$ cat config.mk
export PLATFORM = sky130hd
export DESIGN_NAME = keypad_scan_flat
export DESIGN_NICKNAME = d
export VERILOG_FILES = /design/src/rtl/keypad_scan_if.sv /design/src/rtl/keypad_scan.sv /design/src/flat_wrapper.sv
export SDC_FILE = /design/constraint.sdc
export NUM_CORES = 1
export LEC_CHECK = 0
export BUFFER_PORTS_ARGS = -buffer_cell sky130_fd_sc_hd__buf_2
export CORE_UTILIZATION = 52
export CTS_CLUSTER_DIAMETER = 30
export CTS_CLUSTER_SIZE = 10
export DETAILED_ROUTE_END_ITERATION = 10
export PLACE_DENSITY_LB_ADDON = 0.25
export RECOVER_POWER = 50
export SYNTH_ARGS = -nofsm -noshare
export SYNTH_HDL_FRONTEND = slang
export SYNTH_SLANG_ARGS = --single-unit
$ cat constraint.sdc
create_clock -name clk -period 1.83 [get_ports clk]
set_input_delay 0.2745 -clock clk [delete_from_list [all_inputs] [get_ports clk]]
set_output_delay 0.2745 -clock clk [all_outputs]
set_load 0.03 [all_outputs]
$ cat src/rtl/keypad_scan_if.sv
// Pin-side and event-side signals of the 4x4 keypad scanner.
// The master end (the scanner) reads the columns and drives rows and key events.
// The slave end is the board/game side: it drives the columns and observes the rest.
interface keypad_scan_if;
  logic [3:0] col;
  logic [3:0] row;
  logic [3:0] key_code;
  logic       key_valid;
  logic       key_held;

  modport master (
    input  col,
    output row,
    output key_code,
    output key_valid,
    output key_held
  );

  modport slave (
    output col,
    input  row,
    input  key_code,
    input  key_valid,
    input  key_held
  );
endinterface

$ cat src/rtl/keypad_scan.sv
// Purpose: 4x4 keypad scanner, one-cold row rotation, debounced press/release, key event + held level.
// Latency: 2-clk column sync; press accepted DEBOUNCE_TICKS scan ticks after detection, +1 clk registered output.
// Backpressure: none; key_valid is a one-clk pulse the consumer must sample when it appears.
module keypad_scan #(
  parameter int SCAN_DIV       = 50000,
  parameter int DEBOUNCE_TICKS = 4
) (
  input logic          clk,
  input logic          rst_n,
  keypad_scan_if.master bus
);

  localparam int DIV_W = $clog2(SCAN_DIV);
  localparam int DEB_W = (DEBOUNCE_TICKS > 1) ? $clog2(DEBOUNCE_TICKS) : 1;
  localparam logic [DIV_W-1:0] DIV_LAST = DIV_W'(SCAN_DIV - 1);
  localparam logic [DEB_W-1:0] DEB_LAST = DEB_W'(DEBOUNCE_TICKS - 1);

  typedef enum logic [1:0] {
    SCAN     = 2'd0,
    DEBOUNCE = 2'd1,
    PRESSED  = 2'd2,
    RELEASE  = 2'd3
  } state_t;

  state_t           state, state_nxt;
  logic [3:0]       col_m, col_s;
  logic [DIV_W-1:0] div_cnt;
  logic             tick;
  logic [DEB_W-1:0] deb_cnt, deb_cnt_nxt;
  logic [1:0]       row_idx, row_idx_nxt;
  logic [1:0]       col_idx, col_idx_nxt;
  logic [1:0]       first_low;
  logic             col_low;
  logic [3:0]       key_code, key_code_nxt;
  logic             key_valid, key_valid_nxt;
  logic             key_held, key_held_nxt;

  // Two-flop synchronizer for the asynchronous column inputs (idle level is all-high).
  always_ff @(posedge clk or negedge rst_n) begin
    if (!rst_n) begin
      col_m <= 4'hF;
      col_s <= 4'hF;
    end else begin
      col_m <= bus.col;
      col_s <= col_m;
    end
  end

  // Free-running scan divider; tick marks the last cycle of each row dwell.
  always_ff @(posedge clk or negedge rst_n) begin
    if (!rst_n) begin
      div_cnt <= '0;
    end else if (tick) begin
      div_cnt <= '0;
    end else begin
      div_cnt <= div_cnt + DIV_W'(1);
    end
  end

  assign tick = (div_cnt == DIV_LAST);

  // Lowest-index active-low column wins when several are down together.
  always_comb begin
    first_low = 2'd3;
    if (!col_s[0])      first_low = 2'd0;
    else if (!col_s[1]) first_low = 2'd1;
    else if (!col_s[2]) first_low = 2'd2;
  end

  assign col_low = ~col_s[col_idx];

  // State and output registers; outputs are registered so key_valid is a clean one-clk pulse.
  always_ff @(posedge clk or negedge rst_n) begin
    if (!rst_n) begin
      state     <= SCAN;
      deb_cnt   <= '0;
      row_idx   <= 2'd0;
      col_idx   <= 2'd0;
      key_code  <= 4'd0;
      key_valid <= 1'b0;
      key_held  <= 1'b0;
    end else begin
      state     <= state_nxt;
      deb_cnt   <= deb_cnt_nxt;
      row_idx   <= row_idx_nxt;
      col_idx   <= col_idx_nxt;
      key_code  <= key_code_nxt;
      key_valid <= key_valid_nxt;
      key_held  <= key_held_nxt;
    end
  end

  // Scan/debounce sequencing: every decision is taken only on a scan tick.
  always_comb begin
    state_nxt     = state;
    deb_cnt_nxt   = deb_cnt;
    row_idx_nxt   = row_idx;
    col_idx_nxt   = col_idx;
    key_code_nxt  = key_code;
    key_valid_nxt = 1'b0;
    key_held_nxt  = key_held;
    case (state)
      SCAN: begin
        if (tick) begin
          if (col_s == 4'hF) begin
            row_idx_nxt = row_idx + 2'd1;
          end else begin
            // Row stays put; row_idx already names the row being debounced.
            col_idx_nxt = first_low;
            deb_cnt_nxt = '0;
            state_nxt   = DEBOUNCE;
          end
        end
      end
      DEBOUNCE: begin
        if (tick) begin
          if (col_low) begin
            if (deb_cnt == DEB_LAST) begin
              state_nxt     = PRESSED;
              key_code_nxt  = {row_idx, col_idx};
              key_valid_nxt = 1'b1;
              key_held_nxt  = 1'b1;
            end else begin
              deb_cnt_nxt = deb_cnt + DEB_W'(1);
            end
          end else begin
            // Bounce: abandon silently and keep scanning without losing a dwell.
            state_nxt   = SCAN;
            row_idx_nxt = row_idx + 2'd1;
          end
        end
      end
      PRESSED: begin
        if (tick && !col_low) begin
          deb_cnt_nxt = '0;
          state_nxt   = RELEASE;
        end
      end
      RELEASE: begin
        if (tick) begin
          if (!col_low) begin
            if (deb_cnt == DEB_LAST) begin
              state_nxt    = SCAN;
              key_held_nxt = 1'b0;
            end else begin
              deb_cnt_nxt = deb_cnt + DEB_W'(1);
            end
          end else begin
            state_nxt = PRESSED;
          end
        end
      end
      default: state_nxt = SCAN;
    endcase
  end

  assign bus.row       = ~(4'b0001 << row_idx);
  assign bus.key_code  = key_code;
  assign bus.key_valid = key_valid;
  assign bus.key_held  = key_held;

endmodule

$ cat src/flat_wrapper.sv
// flat-port wrapper written by rule: the top's interface ports become plain ports
module keypad_scan_flat 
#(
  parameter int SCAN_DIV       = 50000,
  parameter int DEBOUNCE_TICKS = 4
)
  (clk, rst_n, bus_col, bus_row, bus_key_code, bus_key_valid, bus_key_held);
  keypad_scan_if bus_i ();
  input logic clk;
  input logic rst_n;
  input wire logic [$bits(bus_i.col)-1:0] bus_col;
  output wire logic [$bits(bus_i.row)-1:0] bus_row;
  output wire logic [$bits(bus_i.key_code)-1:0] bus_key_code;
  output wire logic [$bits(bus_i.key_valid)-1:0] bus_key_valid;
  output wire logic [$bits(bus_i.key_held)-1:0] bus_key_held;
  assign bus_i.col = bus_col;
  assign bus_row = bus_i.row;
  assign bus_key_code = bus_i.key_code;
  assign bus_key_valid = bus_i.key_valid;
  assign bus_key_held = bus_i.key_held;
  keypad_scan #(.SCAN_DIV(SCAN_DIV), .DEBOUNCE_TICKS(DEBOUNCE_TICKS)) u_core (.clk(clk), .rst_n(rst_n), .bus(bus_i));
endmodule
==> summary.txt <==
Route
  • 1st-pass router iterations: 4
  • Total wire length: 3460 um
  • Post-route ant nets: 0
  • DRC violations left: 0
  • Via/cell ratio: 5.34
  • DR vias: 1,319
  • Routed WL per cell: 14.0 um
  • Iteration-0 DRC Markers: 63

Floorplanning
  • Row count: 21
  • Die W: 61.4 um
  • I/O Pins: 16
  • Initial core utilization: 54.5%
  • Die height: 61.4 um
  • DIE AREA: approximately 0.0038 mm2
  • CORE AREA: 0.00336 mm2

STA
  • Final max-slew violation count: 0
  • Worst-margin pin slew: 0.922 ns
  • Final Hold Vio Count: 0
  • # setup viols final: 0
  • Period utilization: 98.7%
  • Fin crit period: 1.81 ns
  • Skew final: between 0.002 and 0.0025 ns
  • Rel. slew slack: about two fifths
  • RSZ-0062 raised after global routing: yes
  • Setup ws final: ~0.024 ns
  • Fmax achieved: ~550 MHz

Layout
  • Layout cells sized above 1: 36.3%
  • Fillcell total: 265
  • Multi-input gate area: 855 um2
  • Storage cell area: 963 um2
  • Layout area overhead: 26.2%
  • Final core occ: 68.8%
  • Nets: 212
  • Antenna cells: 0

Global routing
  • Total track usage: 20.8%
  • GRT overflow: 0
  • Number of antenna violations at the first check in global routing: 0
  • First-pass GRT wire length: 5510 um
  • Largest net degree at the start of global routing: 39
  • Vias in the first global route: 1,181

Min path
  • Worst hold start: u_core.col_m[3]$_DFF_PN1_
  • Hold Path Class: flop to flop
  • Hold Crit Endpoint: u_core.col_s[3]$_DFF_PN1_
  • Hold depth: 0

Yosys
  • Fraction of registers with async set/reset: 100%
  • EDFF count, synth: 0
  • Most used DFF post-synth: dfrtp_1
  • Post-synth top area cell: dfrtp_1
  • Top cell type's share of synthesized area: roughly 40%
  • Sequential-to-total area share from yosys stat: 52.4%
  • Cells after Synth: between 150 and 200
  • Syn. warnings: 0
  • List of most frequent post-synthesis cells: dfrtp_1, inv_1, nor2_1
  • Syn_nets: 166
  • Synth Register Bits: 38
  • Top cells by area, synth: dfrtp_1, dfstp_2, xnor2_1, ha_1, mux2_2
  • Top-count cell post-synth: dfrtp_1
  • Distinct cells, synth: 40
  • Synthesized area per cell: 11.9 um2
  • Syn Std Cell Area: 0.00183 mm2

Critical path
  • Startpoint types: flop
  • Flop2flop setup slack: 0.02 ns
  • Crit path arrival time: about 2 ns
  • R2R depth: 4
  • Worst Path Class, Setup: flop to flop
  • Worst-path fanout max: 4
  • R2R Path End: u_core.bus.key_code[1]$_DFFE_PN0P_
  • Critical Path RT: 2.07 ns
  • Worst r2r src: u_core.col_idx[1]$_DFFE_PN0P_
  • Crit path capture type: flop

CTS
  • Clk buf depth: 2
  • Clk Tree Root Cell: clkbuf_4
  • Worst-path clk slew: ~0.11 ns
  • Clock tree sinks: 38
  • CTS tree: built
  • Clk_lat worst skew: ~0.34 ns
  • H-Tree Level Count: 2
  • Total CTS buffers: 5

Placed design
  • DP HPWL: 2450 um
  • Routability cong.: 0.871
  • Setup WS pre-CTS: 0.00753 ns
  • PortBufs: 15

Power and ir drop
  • Peak supply drop: 0.825 mV
  • Cell Pwr Density: 697 mW/mm2
  • Leakage: 0.00107 uW

Run status
  • Status: complete, no violations

Job
  • Max_cap viols: 0
==> cell families after synthesis <==
family / Yosys count / synth area share [%]
AOI/OAI and AO/OA: 16 / 5.80
xor gates and xnor gates: 15 / 7.16
buffers and inverters: 15 / 3.48
and+or+nand+nor: 55 / 21.1
muxes: 9 / 5.93
adders and majority gates: 6 / 4.09
DFF: 38 / 52.4
==> worst max-delay path by stage <==
stage                                             start                                  to  slack [ns]
after detailed placement   u_core.div_cnt[13]$_DFF_PN0_       u_core.deb_cnt[1]$_DFFE_PN0P_       0.008
after floorplan            u_core.div_cnt[11]$_DFF_PN0_       u_core.row_idx[1]$_DFFE_PN0P_        0.04
after global placement    u_core.col_idx[1]$_DFFE_PN0P_  u_core.bus.key_code[1]$_DFFE_PN0P_        0.04
after global routing       u_core.div_cnt[12]$_DFF_PN0_         u_core.state[0]$_DFFE_PN0P_      -0.006
after CTS                 u_core.col_idx[1]$_DFFE_PN0P_       u_core.deb_cnt[1]$_DFFE_PN0P_       0.004
final                     u_core.col_idx[1]$_DFFE_PN0P_  u_core.bus.key_code[1]$_DFFE_PN0P_        0.02
==> timing repair <==
item | CTS | global route
buffers inserted | 0 | 5
hold buffers | 5 | 0
hold endpoints to repair | 34 | 0
setup endpoints to repair | 6 | 11
pin swaps | 2 | 5
gates resized for setup | 2 | 8
==> per-stage QoR <==
stage          cell area [um2]  hold WS [ns]  total power [uW]  instances  setup TNS, ns
2_1_floorplan             1830       -0.0211               885        154              0
3_3_place_gp              2080         0.342               911        229              0
3_5_place_dp              2080         0.347               914        229              0
4_1_cts                   2250         0.365              1640        242              0
5_1_grt                   2310         0.369              1680        247        -0.0172
6_report                  2310         0.363              1610        247              0
==> critical path: stages (launching register included) <==
cell and delay, ns:
dfrtp_1 0.38, mux4_2 0.58, nor4_4 0.22, buf_4 0.18, mux2_2 0.34
==> metal layers <==
layer	GRT usage, %	up-vias	share of wire, %
met3	6.72	9	3.6
met4	8.25	0	2.5
met5	0	-	0
met1	27.8	638	46
met2	31.8	27	48
li1	-	645	-
==> final cells by class <==
type	instances	area share [%]
sequential	38	41.6
multi-input combinational	101	36.9
clock inverter	3	2.97
clock buffer	5	1.62
inverter	12	1.95
timing repair buffer	42	12.4
tap	46	2.49
==> layout by cell type, fill, tap and decap left out, types with 6 or more instances in the layout <==
master / Yosys / final
xnor2_1: 9 / 9
dfrtp_1: 30 / 28
nor2_1: 11 / 11
dfstp_2: 8 / 8
buf_4: 0 / 21
xor2_1: 6 / 6
buf_2: 0 / 15
ha_1: 6 / 6
inv_1: 12 / 12
nand3_1: 7 / 7
==> report_power, final <==
group / switching [uW] / internal, uW
logic: 27.2 / 18.2
clock network: 281 / 427
registers: 4.47 / 856
==> flip-flops by register name, summed over array words and instances, names as in the netlist, named ones only <==
signal and count:
u_core.div_cnt 16, u_core.bus.key_code 4, u_core.col_m 4, u_core.col_s 4, u_core.col_idx 2, u_core.deb_cnt 2, u_core.row_idx 2, u_core.bus.key_held 1
u_core.bus.key_valid 1, u_core.state 1
No activity file was read; power rests on OpenSTA's default activity.
